**src/rtl/param_register_file_if.sv**
```systemverilog
// Register-file access bundle: write/read addresses, write data, PC, clear request and the four read results.
// The master modport is the decode/writeback side; the slave modport is the register file itself.
interface param_register_file_if #(
    parameter int DATA_W = 32,
    parameter int ADDR_W = 5,
    parameter int PC_W   = 12
);
    logic              clear_req;
    logic              busy;
    logic              write_enable;
    logic [ADDR_W-1:0] write_address;
    logic [DATA_W-1:0] write_data;
    logic [ADDR_W-1:0] read_address1;
    logic [ADDR_W-1:0] read_address2;
    logic [PC_W-1:0]   program_counter;
    logic [DATA_W-1:0] data_dest;
    logic [DATA_W-1:0] data_a;
    logic [DATA_W-1:0] data_b;
    logic [DATA_W-1:0] data_status;

    modport master (
        output clear_req, write_enable, write_address, write_data,
               read_address1, read_address2, program_counter,
        input  busy, data_dest, data_a, data_b, data_status
    );

    modport slave (
        input  clear_req, write_enable, write_address, write_data,
               read_address1, read_address2, program_counter,
        output busy, data_dest, data_a, data_b, data_status
    );
endinterface

```
**src/rtl/param_register_file.sv**
```systemverilog
// Multi-port register file: three combinational reads, one status read, one write, PC capture, clear sweep.
// Define REGFILE_BYPASS_EN to forward same-cycle commits onto the read ports.
module param_register_file #(
    parameter int DATA_W     = 32,
    parameter int ADDR_W     = 5,
    parameter int PC_W       = 12,
    parameter int PC_REG     = 28,
    parameter int PC_LIMIT   = 256,
    parameter int STATUS_REG = 30
) (
    input  logic                   clock,
    input  logic                   reset,
    param_register_file_if.slave   bus
);
    localparam int DEPTH = 2 ** ADDR_W;
    localparam logic [ADDR_W-1:0] PcRegAddr     = ADDR_W'(PC_REG);
    localparam logic [ADDR_W-1:0] StatusRegAddr = ADDR_W'(STATUS_REG);
    localparam logic [ADDR_W-1:0] LastIdx       = ADDR_W'(DEPTH - 1);

    typedef enum logic {CLEAR, IDLE} stateType;

    stateType          state;
    stateType          stateNext;
    logic [ADDR_W-1:0] clrIdx;
    logic [ADDR_W-1:0] clrIdxNext;

    logic [DATA_W-1:0] regs [DEPTH];

    logic              clrEn;
    logic              wrEn;
    logic              capEn;
    logic              capHit;
    logic [DATA_W-1:0] pcExt;

    assign capHit = 32'(bus.program_counter) < 32'(PC_LIMIT);
    assign pcExt  = DATA_W'(bus.program_counter);

    // State register: reset restarts the sweep from entry 0, even mid-sweep.
    always_ff @(posedge clock) begin
        if (reset) begin
            state  <= CLEAR;
            clrIdx <= '0;
        end else begin
            state  <= stateNext;
            clrIdx <= clrIdxNext;
        end
    end

    always_comb begin
        stateNext  = state;
        clrIdxNext = clrIdx;
        case (state)
            CLEAR: begin
                clrIdxNext = clrIdx + 1'b1;
                if (clrIdx == LastIdx) stateNext = IDLE;
            end
            IDLE: begin
                if (bus.clear_req) begin
                    stateNext  = CLEAR;
                    clrIdxNext = '0;
                end
            end
            default: stateNext = CLEAR;
        endcase
    end

    // The array is left untouched in a reset cycle; writes and capture only commit in IDLE.
    always_comb begin
        bus.busy = (state == CLEAR);
        clrEn    = 1'b0;
        wrEn     = 1'b0;
        capEn    = 1'b0;
        if (!reset) begin
            if (state == CLEAR) begin
                clrEn = 1'b1;
            end else begin
                wrEn  = bus.write_enable;
                capEn = capHit;
            end
        end
    end

    // Capture is assigned last so the PC wins a collision at PC_REG.
    always_ff @(posedge clock) begin
        if (clrEn) begin
            regs[clrIdx] <= '0;
        end else begin
            if (wrEn)  regs[bus.write_address] <= bus.write_data;
            if (capEn) regs[PcRegAddr]         <= pcExt;
        end
    end

    function automatic logic [DATA_W-1:0] readPort(input logic [ADDR_W-1:0] addr);
        logic [DATA_W-1:0] value;
        value = regs[addr];
`ifdef REGFILE_BYPASS_EN
        if (wrEn && addr == bus.write_address) value = bus.write_data;
        if (capEn && addr == PcRegAddr)        value = pcExt;
`endif
        if (state == CLEAR) value = '0;
        return value;
    endfunction

    always_comb begin
        bus.data_dest   = readPort(bus.write_address);
        bus.data_a      = readPort(bus.read_address1);
        bus.data_b      = readPort(bus.read_address2);
        bus.data_status = readPort(StatusRegAddr);
    end
endmodule
```
**src/flat_wrapper.sv**
```systemverilog
// flat-port wrapper written by rule: the top's interface ports become plain ports
module param_register_file_flat 
#(
    parameter int DATA_W     = 32,
    parameter int ADDR_W     = 5,
    parameter int PC_W       = 12,
    parameter int PC_REG     = 28,
    parameter int PC_LIMIT   = 256,
    parameter int STATUS_REG = 30
)
  (clock, reset, bus_clear_req, bus_write_enable, bus_write_address, bus_write_data, bus_read_address1, bus_read_address2, bus_program_counter, bus_busy, bus_data_dest, bus_data_a, bus_data_b, bus_data_status);
  param_register_file_if #(.DATA_W(DATA_W), .ADDR_W(ADDR_W), .PC_W(PC_W)) bus_i ();
  input  logic clock;
  input  logic reset;
  input wire logic [$bits(bus_i.clear_req)-1:0] bus_clear_req;
  input wire logic [$bits(bus_i.write_enable)-1:0] bus_write_enable;
  input wire logic [$bits(bus_i.write_address)-1:0] bus_write_address;
  input wire logic [$bits(bus_i.write_data)-1:0] bus_write_data;
  input wire logic [$bits(bus_i.read_address1)-1:0] bus_read_address1;
  input wire logic [$bits(bus_i.read_address2)-1:0] bus_read_address2;
  input wire logic [$bits(bus_i.program_counter)-1:0] bus_program_counter;
  output wire logic [$bits(bus_i.busy)-1:0] bus_busy;
  output wire logic [$bits(bus_i.data_dest)-1:0] bus_data_dest;
  output wire logic [$bits(bus_i.data_a)-1:0] bus_data_a;
  output wire logic [$bits(bus_i.data_b)-1:0] bus_data_b;
  output wire logic [$bits(bus_i.data_status)-1:0] bus_data_status;
  assign bus_i.clear_req = bus_clear_req;
  assign bus_i.write_enable = bus_write_enable;
  assign bus_i.write_address = bus_write_address;
  assign bus_i.write_data = bus_write_data;
  assign bus_i.read_address1 = bus_read_address1;
  assign bus_i.read_address2 = bus_read_address2;
  assign bus_i.program_counter = bus_program_counter;
  assign bus_busy = bus_i.busy;
  assign bus_data_dest = bus_i.data_dest;
  assign bus_data_a = bus_i.data_a;
  assign bus_data_b = bus_i.data_b;
  assign bus_data_status = bus_i.data_status;
  param_register_file #(.DATA_W(DATA_W), .ADDR_W(ADDR_W), .PC_W(PC_W), .PC_REG(PC_REG), .PC_LIMIT(PC_LIMIT), .STATUS_REG(STATUS_REG)) u_core (.clock(clock), .reset(reset), .bus(bus_i));
endmodule
```
**config.mk**
```make
export PLATFORM = sky130hd
export DESIGN_NAME = param_register_file_flat
export DESIGN_NICKNAME = d
export VERILOG_FILES = /design/src/rtl/param_register_file_if.sv /design/src/rtl/param_register_file.sv /design/src/flat_wrapper.sv
export SDC_FILE = /design/constraint.sdc
export NUM_CORES = 2
export LEC_CHECK = 0
export CAP_MARGIN = 20
export CORE_ASPECT_RATIO = 1.25
export CORE_MARGIN = 3
export CORE_UTILIZATION = 45
export CTS_BUF_LIST = sky130_fd_sc_hd__clkbuf_16
export DETAILED_ROUTE_END_ITERATION = 8
export GPL_ROUTABILITY_DRIVEN = 0
export HOLD_SLACK_MARGIN = 0.1
export SLEW_MARGIN = 10
export SYNTH_ARGS = -nofsm -noshare
export SYNTH_HDL_FRONTEND = slang
export SYNTH_SLANG_ARGS = --single-unit
```
**constraint.sdc**
```tcl
create_clock -name clock -period 4.2 [get_ports clock]
set_clock_uncertainty 0.15 [all_clocks]
set_input_delay 0.42 -clock clock [delete_from_list [all_inputs] [get_ports clock]]
set_output_delay 0.42 -clock clock [all_outputs]
set_load 0.01 [all_outputs]
```
== Yosys cells after proc, flatten, opt, wreduce, memory -nomap -nowiden ==
Memory sizes are Yosys's and may differ from the RTL's.
Cells that the tools add are included.
Word-level totals
  register bits: 6
  memory bits (writable): 1024
  memories kept: 1
  output and inout bits: 129
Memory list
  u_core.regs: depth 32, width 32, rd ports 4, clocked after Yosys merged registers in 0, wr ports 2, line param_register_file.sv:27  | logic [DATA_W-1:0] regs [DEPTH];
Operators by class
  bitwise operators: 1
  eq/ne operators: 2
  mux-type cells: 26
  add/subtract/negate cells: 1
  reductions and logical operators: 1
  $lt $le $gt $ge: 1
Operators with widths (number)
  $mux 32: 5
  $reduce_or 32->1: 1
  $mux 1: 17
  $lt 12x9->1 const B: 1
  $mux 5: 2
  $pmux 5 s2: 1
  $add 5x1->5 const B: 1
  $eq 5x5->1 const B: 1
  $ne 2x2->1 const B: 1
  $pmux 1 s2: 1
  $not 1->1: 1

== Longest topological paths before layout ==
  depth in word-level cells: 7
  mapped depth: 9

== Worst setup path after synthesis ==
OpenSTA, ideal clock, no wires.
  kind: input-to-reg
  from: input port bus_write_address[0]
  to: memory u_core.regs[25][0] (enable)
  cell stages on the path: 7
  data arrival time: 2.960 ns
  setup time: 0.421 ns
  setup slack: 0.668 ns
  path through: buf_2 buf_2 buf_2 buf_2 mux2_2 nand2_1 nor2_1
RTL lines
  start, declared: line flat_wrapper.sv:17  | input wire logic [$bits(bus_i.write_address)-1:0] bus_write_address;
  end, declared: line param_register_file.sv:27

== Worst setup path after layout ==
  from: register u_core.state
  to: output port bus_data_b[4]
On the way
  longest elaborated chain between the ends: 1
Ends and longest elaborated chain
  start, declared: line param_register_file.sv:22  | stateType state;
  start signal, assigned: line param_register_file.sv:44  | state <= stateNext;
  $mux 32: line param_register_file.sv:100  | if (state == CLEAR) value = '0;
  end, declared: line flat_wrapper.sv:25  | output wire logic [$bits(bus_i.data_b)-1:0] bus_data_b;
No other way between the ends.

==> summary.txt <==
Setup path
  – Largest fanout on the critical path: 48
  – Worst Path Required: 3630 ps
  – Critical path startpoint category: flip-flop
  – Crit Path Class: reg2out
  – Worst EP arrival: 3500 ps
  – Crit end category: primary output

CTS
  – Max clock buf depth: 3
  – Clock-pin slew on the worst setup and hold paths: ~70 ps
  – Clk Latency, worst-skew pair: 730 ps
  – CTS tree: done
  – Clock tree sinks: 1030
  – Root buffer cell: clkbuf_16
  – TritonCTS Buffers: 105
  – H-tree Lvls: 3

Routing
  – Iter 0 DRT Violations: 4801
  – Drt drc: 0
  – Pre-antenna DRT Iters: 6
  – Vias/cell: 7.31
  – Routed wire length per instance: 41.1 um
  – WL final: 207000 um
  – ANT nets after route: 0
  – Via Count: about 37000

Floorplan
  – Rows: about 150
  – Die Ht: 403 um
  – Core box area: about 0.13 sq mm
  – Die Wd: 323 um
  – Die area: approximately 0.13 sq mm
  – Starting Density: 0.454
  – I/O pin cnt: 192

Power and ir drop
  – Static Leakage: 22.7 nW
  – Total Power: between 20 and 25 mW
  – Power per standard cell area: 347 mW/mm^2
  – Max IR drop VDD: 443 uV

Layout
  – Layout Nets: 3395
  – Post-route cell area: 0.0661 sq mm
  – Non-filler cells, final: about 5000
  – Final core occ: 0.529
  – Area grow syn2layout: 16.6%
  – Share of layout cells above drive strength 1: 0.439
  – Fill count: between 9000 and 10000

Logic synthesis
  – Count leader, synth: edfxtp_1
  – Post-synthesis mux area share: 0.362
  – Ys flop type: edfxtp_1
  – Post-synth EDFFs: 1004
  – Ys async rst share: 0
  – Synth top area share: 0.532
  – Mapped Avg Cell Area: 18.6 sq um
  – Seq/Total Area, Yosys: 0.541
  – Synth Area in Simple Gates: 0.0253
  – Commonest cells in the netlist: edfxtp_1, mux4_2, mux2_2
  – Post-synth net total: 3106
  – Area leader, netlist: edfxtp_1
  – Synth Area in Adders: 0.000441
  – Synth Area in Compound Gates: 0.0418
  – Netlist cell types: 35
  – Mapped Cells: 3041
  – YS warnings: 0
  – Xor/xnor cell area share of the yosys netlist: 0
  – Cell area after synthesis: 0.0567 sq mm
  – Flops & latches, synth: 1030
  – Largest family of logic cells by synthesized area: multiplexers
  – Top post-synthesis cells by area: edfxtp_1, mux4_2, mux2_2

Run status
  – Status: complete, no violations

Global route
  – First-pass GRT wire length: 292000 um
  – Vias in the first global route: roughly 38000
  – Gr usage total: 0.320
  – Initial antenna violation count: 3
  – Grt total ovfl: 0
  – Largest net degree at the start of global routing: 56

Run
  – Max_cap viols: 0

Placed design
  – Dpl cell area: approximately 0.063 sq mm
  – Place WS: 381 ps
  – Dpl hpwl: 130000 um
  – Input/output buffers: 191
  – DP Cell Count: ~4800

Timing
  – Count of final setup violators: 0
  – RSZ-0062 raised after global routing: no
  – Setup TNS: 0 ps
  – Worst-Margin Slew: 1000 ps
  – Hold WS: 208 ps
  – Final Max Slew Viols: 0
  – Period utilization: 0.969
  – Max transition margin: 0.333
  – PnR worst setup slack: 129 ps
  – Final hold violations: 0
  – Final Critical Period: 4070 ps
  – Fmax: about 250 MHz

Min path
  – Hold Path Class: in2reg
-- critical path, stage by stage (launching register included) --
cell             delay, ps
dfxtp_4                740
buf_6                  470
o221ai_1               240
a31oi_1                560
clkdlybuf4s50_1        670
-- kinds of logic after synthesis --
group                      Yosys count
muxes                             1062
and+or+nand+nor                    315
AOI/OAI and AO/OA                  328
buffers and inverters              304
DFF                               1030
adders and majority gates            2
-- where the power goes --
group          internal (mW)  switching (mW)
clock                   5.45            4.21
combinational          0.958            1.15
sequential              11.2          0.0355
-- registers in the layout, indices dropped and copies added, names as in the netlist --
signal	count
u_core.regs	1024
u_core.clrIdx	5
u_core.state	1
-- layer usage --
layer  routed length, um  vias up  track usage
met5                  13        -            0
met4               13100        2        0.180
met3               21700      629       0.0735
met2               98900     2672        0.501
met1               73600    19600        0.414
li1                    -    13900            -
-- final timing paths --
kind,start,endpoint,slack (ps),cells past startpoint
max,u_core.state,bus_data_b[4],130,4
min,bus_program_counter[1],u_core.regs[28][1],210,3
max reg2reg,u_core.state,u_core.regs[16][28],810,5
min reg2reg,u_core.regs[28][23],u_core.regs[28][23],340,2
-- layout make-up --
type / instances / area (sq um) / area share
Tap cell: 1617 / 2020 / 0.0306
Inverter: 1 / 3.75 / 0.0000568
Clock inverter: 93 / 888 / 0.0134
Multi-Input combinational cell: 1707 / 24600 / 0.372
Timing Repair Buffer: 485 / 5290 / 0.0800
Antenna cell: 1 / 2.50 / 0.0000378
Clock buffer: 105 / 2630 / 0.0397
Sequential cell: 1030 / 30700 / 0.464
-- cells in the final DEF (no fill, tap or decap), types with 2 or more instances in the layout --
| cell | netlist | layout |
|---|---|---|
| edfxtp_1 | 1004 | 1004 |
| mux4_2 | 768 | 768 |
| mux2_2 | 219 | 219 |
| buf_4 | 17 | 200 |
| clkdlybuf4s50_1 | 0 | 176 |
| clkbuf_16 | 0 | 105 |
| nand2_1 | 100 | 100 |
| a21oi_1 | 97 | 97 |
| o221ai_1 | 96 | 96 |
| buf_12 | 0 | 91 |
| nor2_1 | 116 | 85 |
| mux2i_1 | 75 | 75 |
| a221oi_1 | 71 | 71 |
| and2_1 | 71 | 69 |
| nor2_4 | 0 | 31 |
| a22oi_1 | 26 | 26 |
| a31oi_1 | 26 | 26 |
| dfxtp_1 | 26 | 25 |
| clkinv_2 | 0 | 21 |
| clkinv_1 | 0 | 21 |
| inv_1 | 1 | 20 |
| bufinv_16 | 0 | 14 |
| o21ai_0 | 10 | 10 |
| buf_8 | 0 | 8 |
| clkinvlp_4 | 0 | 6 |
| buf_2 | 93 | 6 |
| or2_2 | 4 | 4 |
| nand2b_1 | 7 | 4 |
| clkinv_4 | 0 | 4 |
| nor2b_4 | 0 | 3 |
| nand2b_2 | 0 | 3 |
| nor2b_1 | 6 | 3 |
| inv_16 | 0 | 3 |
| inv_6 | 0 | 3 |
| clkbuf_8 | 0 | 3 |
| nand3b_1 | 2 | 2 |
| and2_2 | 0 | 2 |
| nand3_1 | 2 | 2 |
| ha_1 | 2 | 2 |
-- what timing repair did --
| item | CTS | global route |
|---|---|---|
| setup buffers | 0 | 0 |
| endpoints found under the setup margin | 0 | 4 |
| resized for setup | 0 | 1 |
| hold buffers | 0 | 0 |
(Power assumes the default switching activity.)
